$ cat config.mk
export PLATFORM = sky130hd
export DESIGN_NAME = sys_host_cmd
export DESIGN_NICKNAME = d
export VERILOG_FILES = /design/src/rtl/sys_host_cmd.sv
export SDC_FILE = /design/constraint.sdc
export NUM_CORES = 1
export LEC_CHECK = 0
export BUFFER_PORTS_ARGS = -buffer_cell sky130_fd_sc_hd__buf_2
export CORE_ASPECT_RATIO = 1.75
export CORE_MARGIN = 4
export CORE_UTILIZATION = 38
export CTS_CLUSTER_DIAMETER = 150
export DETAILED_ROUTE_END_ITERATION = 10
export GPL_TIMING_DRIVEN = 0
export HOLD_SLACK_MARGIN = 0.06
export SETUP_SLACK_MARGIN = 0.4
export SLEW_MARGIN = 20
export SYNTH_ARGS = -nofsm -noshare
export SYNTH_HDL_FRONTEND = slang
export SYNTH_SLANG_ARGS = --single-unit
$ cat constraint.sdc
create_clock -name CLK -period 2.24 [get_ports CLK]
set_clock_uncertainty 0.2 [all_clocks]
set_input_delay 0.112 -clock CLK [delete_from_list [all_inputs] [get_ports CLK]]
set_output_delay 0.112 -clock CLK [all_outputs]
set_load 0.02 [all_outputs]
$ cat src/rtl/sys_host_cmd.sv
// Host-side UART command master: frames one request, drives the UART TX, and collects the response bytes.
// Optional response watchdog is enabled by defining SYS_HOST_CMD_TIMEOUT_EN.
module sys_host_cmd #(
    parameter int DATA_WIDTH     = 8,
    parameter int RF_ADDR        = 4,
    parameter int TIMEOUT_CYCLES = 65535
) (
    input  logic                    CLK,
    input  logic                    RST,
    input  logic                    REQ_VLD,
    output logic                    REQ_RDY,
    input  logic [1:0]              REQ_CMD,
    input  logic [RF_ADDR-1:0]      REQ_ADDR,
    input  logic [DATA_WIDTH-1:0]   REQ_DATA,
    input  logic [DATA_WIDTH-1:0]   REQ_OPA,
    input  logic [DATA_WIDTH-1:0]   REQ_OPB,
    input  logic [3:0]              REQ_FUN,
    output logic [DATA_WIDTH-1:0]   UART_TX_DATA,
    output logic                    UART_TX_VLD,
    input  logic                    UART_TX_Busy,
    input  logic [DATA_WIDTH-1:0]   UART_RX_DATA,
    input  logic                    UART_RX_VLD,
    output logic [2*DATA_WIDTH-1:0] RSP_DATA,
    output logic                    RSP_VLD,
    output logic                    RSP_ERR
);

    typedef enum logic [2:0] {
        IDLE, SEND, WAIT_BUSY_HI, WAIT_BUSY_LO, WAIT_RSP, DONE
    } state_t;

    localparam logic [DATA_WIDTH-1:0] HDR_WR     = DATA_WIDTH'(8'hAA);
    localparam logic [DATA_WIDTH-1:0] HDR_RD     = DATA_WIDTH'(8'hBB);
    localparam logic [DATA_WIDTH-1:0] HDR_ALU_OP = DATA_WIDTH'(8'hCC);
    localparam logic [DATA_WIDTH-1:0] HDR_ALU    = DATA_WIDTH'(8'hDD);

    state_t                  state, state_nxt;
    logic [1:0]              idx, idx_nxt;
    logic [1:0]              rx_cnt, rx_cnt_nxt;
    logic [1:0]              last_idx;
    logic [1:0]              rsp_len;
    logic [DATA_WIDTH-1:0]   frame [4];
    logic [DATA_WIDTH-1:0]   tx_data_nxt;
    logic                    tx_vld_nxt;
    logic [2*DATA_WIDTH-1:0] rsp_data_nxt;
    logic                    rsp_vld_nxt;
    logic                    rsp_err_nxt;
    logic                    accept;
    logic                    timeout;
    logic [DATA_WIDTH-1:0]   addr_byte;
    logic [DATA_WIDTH-1:0]   fun_byte;

    assign addr_byte = DATA_WIDTH'(REQ_ADDR);
    assign fun_byte  = DATA_WIDTH'(REQ_FUN);
    // Ready is forced low while reset is held, not just once the state settles.
    assign REQ_RDY   = RST && (state == IDLE);
    assign accept    = REQ_VLD && REQ_RDY;

`ifdef SYS_HOST_CMD_TIMEOUT_EN
    localparam int CW = $clog2(TIMEOUT_CYCLES + 1);
    localparam logic [CW-1:0] TO_LIM = CW'(TIMEOUT_CYCLES);

    logic [CW-1:0] wd_cnt;
    logic          rsp_enter;
    logic          rx_take;

    assign rsp_enter = (state == WAIT_BUSY_LO) && (state_nxt == WAIT_RSP);
    assign rx_take   = (state == WAIT_RSP) && UART_RX_VLD;
    assign timeout   = (state == WAIT_RSP) && (wd_cnt == TO_LIM);

    always_ff @(posedge CLK or negedge RST) begin
        if (!RST) begin
            wd_cnt <= '0;
        end else if (rsp_enter || rx_take) begin
            wd_cnt <= '0;
        end else if ((state == WAIT_RSP) && (wd_cnt != TO_LIM)) begin
            wd_cnt <= wd_cnt + 1'b1;
        end
    end
`else
    assign timeout = 1'b0;
`endif

    always_ff @(posedge CLK or negedge RST) begin
        if (!RST) begin
            state        <= IDLE;
            idx          <= '0;
            rx_cnt       <= '0;
            last_idx     <= '0;
            rsp_len      <= '0;
            UART_TX_VLD  <= 1'b0;
            UART_TX_DATA <= '0;
            RSP_DATA     <= '0;
            RSP_VLD      <= 1'b0;
            RSP_ERR      <= 1'b0;
        end else begin
            state        <= state_nxt;
            idx          <= idx_nxt;
            rx_cnt       <= rx_cnt_nxt;
            UART_TX_VLD  <= tx_vld_nxt;
            UART_TX_DATA <= tx_data_nxt;
            RSP_DATA     <= rsp_data_nxt;
            RSP_VLD      <= rsp_vld_nxt;
            RSP_ERR      <= rsp_err_nxt;
            if (accept) begin
                case (REQ_CMD)
                    2'd0:    begin last_idx <= 2'd2; rsp_len <= 2'd0; end
                    2'd1:    begin last_idx <= 2'd1; rsp_len <= 2'd1; end
                    2'd2:    begin last_idx <= 2'd3; rsp_len <= 2'd2; end
                    default: begin last_idx <= 2'd1; rsp_len <= 2'd2; end
                endcase
            end
        end
    end

    // Frame bytes are only read after acceptance, so they carry no reset.
    always_ff @(posedge CLK) begin
        if (accept) begin
            case (REQ_CMD)
                2'd0: begin
                    frame[0] <= HDR_WR;
                    frame[1] <= addr_byte;
                    frame[2] <= REQ_DATA;
                    frame[3] <= '0;
                end
                2'd1: begin
                    frame[0] <= HDR_RD;
                    frame[1] <= addr_byte;
                    frame[2] <= '0;
                    frame[3] <= '0;
                end
                2'd2: begin
                    frame[0] <= HDR_ALU_OP;
                    frame[1] <= REQ_OPA;
                    frame[2] <= REQ_OPB;
                    frame[3] <= fun_byte;
                end
                default: begin
                    frame[0] <= HDR_ALU;
                    frame[1] <= fun_byte;
                    frame[2] <= '0;
                    frame[3] <= '0;
                end
            endcase
        end
    end

    always_comb begin
        state_nxt    = state;
        idx_nxt      = idx;
        rx_cnt_nxt   = rx_cnt;
        tx_vld_nxt   = 1'b0;
        tx_data_nxt  = UART_TX_DATA;
        rsp_data_nxt = RSP_DATA;
        rsp_vld_nxt  = 1'b0;
        rsp_err_nxt  = 1'b0;
        case (state)
            IDLE: begin
                if (accept) begin
                    state_nxt    = SEND;
                    idx_nxt      = 2'd0;
                    rx_cnt_nxt   = 2'd0;
                    rsp_data_nxt = '0;
                end
            end
            SEND: begin
                if (!UART_TX_Busy) begin
                    tx_vld_nxt  = 1'b1;
                    tx_data_nxt = frame[idx];
                    state_nxt   = WAIT_BUSY_HI;
                end
            end
            WAIT_BUSY_HI: begin
                if (UART_TX_Busy) begin
                    state_nxt = WAIT_BUSY_LO;
                end
            end
            WAIT_BUSY_LO: begin
                if (!UART_TX_Busy) begin
                    if (idx != last_idx) begin
                        idx_nxt   = idx + 2'd1;
                        state_nxt = SEND;
                    end else if (rsp_len == 2'd0) begin
                        state_nxt   = DONE;
                        rsp_vld_nxt = 1'b1;
                    end else begin
                        state_nxt = WAIT_RSP;
                    end
                end
            end
            WAIT_RSP: begin
                if (UART_RX_VLD) begin
                    if (rx_cnt == 2'd0) begin
                        rsp_data_nxt[DATA_WIDTH-1:0] = UART_RX_DATA;
                    end else begin
                        rsp_data_nxt[2*DATA_WIDTH-1:DATA_WIDTH] = UART_RX_DATA;
                    end
                    rx_cnt_nxt = rx_cnt + 2'd1;
                    if (rx_cnt_nxt == rsp_len) begin
                        state_nxt   = DONE;
                        rsp_vld_nxt = 1'b1;
                    end
                end else if (timeout) begin
                    state_nxt   = DONE;
                    rsp_vld_nxt = 1'b1;
                    rsp_err_nxt = 1'b1;
                end
            end
            DONE: begin
                state_nxt = IDLE;
            end
            default: begin
                state_nxt = IDLE;
            end
        endcase
    end

endmodule

==> metrics <==
status=finished, final reports clean; Fmax=535 MHz; CTS root buffer=clkbuf_16; Longest Clk Path Bufs=2; CP arrival=1.88 ns; clock latency on the worst-skew pair=0.33 ns; Slew @ Worst Pin=0.584 ns; antenna violations before repair=0; Synth Register Bits=60; global-route usage over all layers=0.179; EDFF count, synth=8; initial cell density of the core=0.387; Max Slew Vio Count=0; share of cells above drive strength 1=0.399; Static Leak=2.04 nW; # IOs=75; synthesized net count=290; number of global-route vias before repair=2514; Max IR drop VDD=0.541 mV; critical path cell sequence=nor4b_4 -> buf_4 -> nand2_4 -> a21oi_2 -> mux2_4; DP HPWL=4.76 mm; crit path time final=1.87 ns; kind of critical path=reg -> reg; GPL Wtd Cong=0.803; ant diodes=0; non-filler cells, final=479; DIE HEIGHT=121 um; first-pass GRT wire length=11.8 mm; fin nets=436; DRT Pass-1 Iters=4; per-cell routed wire length=15.3 um; pin count of the biggest net entering global routing=38; PnR Total Power=4.91 mW; post-route clock period utilization=0.835; Rows=41; Num CTS Buffers=9; H-tree levels=3; Min-Delay Path Class=in -> reg; TritonCTS clock tree=built; Post-Route WL=7.33 mm; Synth Instances=242; largest cells by area after synthesis=dfrtp_1 (33%), dfxtp_1 (11%), mux2_2 (8.9%); DP Cell Count=399; Port Buf Inserts=71; mapped cell area=0.00278 mm2; Worst Path Required=2.25 ns; leading area contributor after synthesis=dfrtp_1; Slowest Stage Delay on Critical Path=0.47 ns; number of buffers and inverters on the critical path=1; # DRC=0; CP Launch Type=flop; count of unique library cells instantiated by Yosys=46; DR vias=2405; CORE AREA=0.00718 mm2; TritonCTS Sinks=60; Die ar.=0.00879 mm2; Setup TNS=0 ns; Placed Area=0.00326 mm2; Vias/cell=5.02; Pwr Density=1150 mW/mm2; Yosys warning total=0; Slew headroom=0.611; max_cap viols=0; Setup crit end kind=flop; RSZ-0062 raised after global routing=true; CP max-delay cell=dfrtp_2; crit path max fanout=6; syn avg cell area=11.5 um2; Post-synth ARST share=0.617; Primary FF master, synth=dfrtp_1; Place WS=-0.217 ns; Final Hold Fails=0; grt ovf=0; DIE WIDTH=72.6 um; clock transition at the registers of the reported paths=0.05 ns; Final setup viols=0; Top Family by Delay on Critical Path=flip-flops; fin area=0.00428 mm2; DR iter-0 viols=79; synthesis-to-finish area growth=54.2%; Detail Route Antenna Nets=0; share of the synthesized area in the top cell type=0.333; Setup WS post-layout=0.369 ns; sequential fraction of the synthesis area=0.528
[flip-flops by register name (all words and copies together) (netlist names)]
signal,flops
RSP_DATA,16
RSP_VLD,1
UART_TX_DATA,8
UART_TX_VLD,1
frame,23
idx,2
last_idx,2
rsp_len,2
rx_cnt,2
state,3
[cell type report]
type | instances | area [um2]
plain buffers | 14 | 90.1
clock buffers | 16 | 262
fillers | 608 | 2900
inverters | 6 | 26.3
multi-input cells | 162 | 1350
flip-flops and latches | 60 | 1470
well taps | 86 | 108
repair buffers | 135 | 980
[repair_timing]
| item | 4_1_cts | 5_1_grt |
|---|---|---|
| pin swaps | 4 | 6 |
| resized for setup | 19 | 18 |
| hold endpoints to repair | 79 | 1 |
| hold buffers | 44 | 1 |
| setup buffers | 13 | 6 |
| endpoints found under the setup margin | 61 | 52 |
[synthesized netlist by cell type, types with 2 or more instances]
cell type / instances
xor2_1: 3
nand2_1: 23
nor2_2: 2
mux4_2: 3
buf_4: 2
nor2_1: 16
nand2b_1: 2
and2b_1: 2
and2_1: 5
dfrtp_1: 37
xnor2_1: 2
a21oi_1: 8
o21ai_0: 7
o31ai_1: 8
edfxtp_1: 8
dfxtp_1: 15
buf_2: 3
inv_1: 6
mux2i_1: 16
o22ai_1: 2
a2bb2oi_1: 2
o211ai_1: 3
clkbuf_1: 8
and3_1: 8
mux2_2: 22
a211oi_1: 4
nand3_1: 3
a22o_1: 4
[per-stage QoR]
step	hold WS [ns]	utilization
after floorplan	-0.384	-
after global placement	0.0731	0.454
after detailed placement	0.0812	0.454
after CTS	0.0835	0.579
after global routing	0.0948	0.596
final	0.0901	0.596
[where the power goes]
part,internal [mW],switching (mW)
logic,0.993,0.988
clock network,0.779,0.440
registers,1.46,0.250
total,3.23,1.68
[layout by cell type, fill, tap and decap left out, types with 4 or more instances in the layout]
cell           instances
a21oi_1                8
a22o_1                 4
and2_1                 5
and3_1                 8
buf_2                 71
buf_4                 21
clkbuf_1              11
clkbuf_16              9
dfrtp_1               34
dfxtp_1               15
dlygate4sd3_1         44
edfxtp_1               8
inv_1                  4
mux2_2                11
mux2_4                11
mux2i_1               16
nand2_1               21
nor2_1                16
o21ai_0                7
o31ai_1                6
[cells by family (layout without fill, tap and decap cells)]
group                      Yosys count  count (layout)  synth area share
buffers and inverters               20             171            0.0338
adders and majority gates            1               1           0.00451
DFF                                 60              60             0.528
AOI/OAI and AO/OA                   44              44             0.114
muxes                               42              42             0.175
xor gates and xnor gates             5               5            0.0158
other                                1               1           0.00135
and+or+nand+nor                     69              69             0.127
[routing by layer]
layer / up-vias / track usage / part of all wire
met5: - / 0 / 0
met4: 0 / 0.109 / 0.026
met3: 17 / 0.0431 / 0.059
met2: 80 / 0.322 / 0.56
met1: 1144 / 0.180 / 0.35
li1: 1164 / - / -
[worst paths after layout]
path                       depth (start not counted)           to        start  slack, ns
setup / recovery                                   5       idx[0]     state[1]       0.37
hold / removal                                     3  frame[1][1]   REQ_OPA[1]       0.09
setup reg to reg                                   5       idx[0]     state[1]       0.37
hold reg to reg                                    2  frame[2][4]  frame[2][4]       0.25
max in group asynchronous                          3     state[1]          RST       1.52
min in group asynchronous                          3   rsp_len[1]          RST       0.11
[worst min-delay path: stages]
cell and delay, ns:
buf_2 0.08, mux2i_1 0.07, a211oi_2 0.22
(Power assumes the default switching activity.)
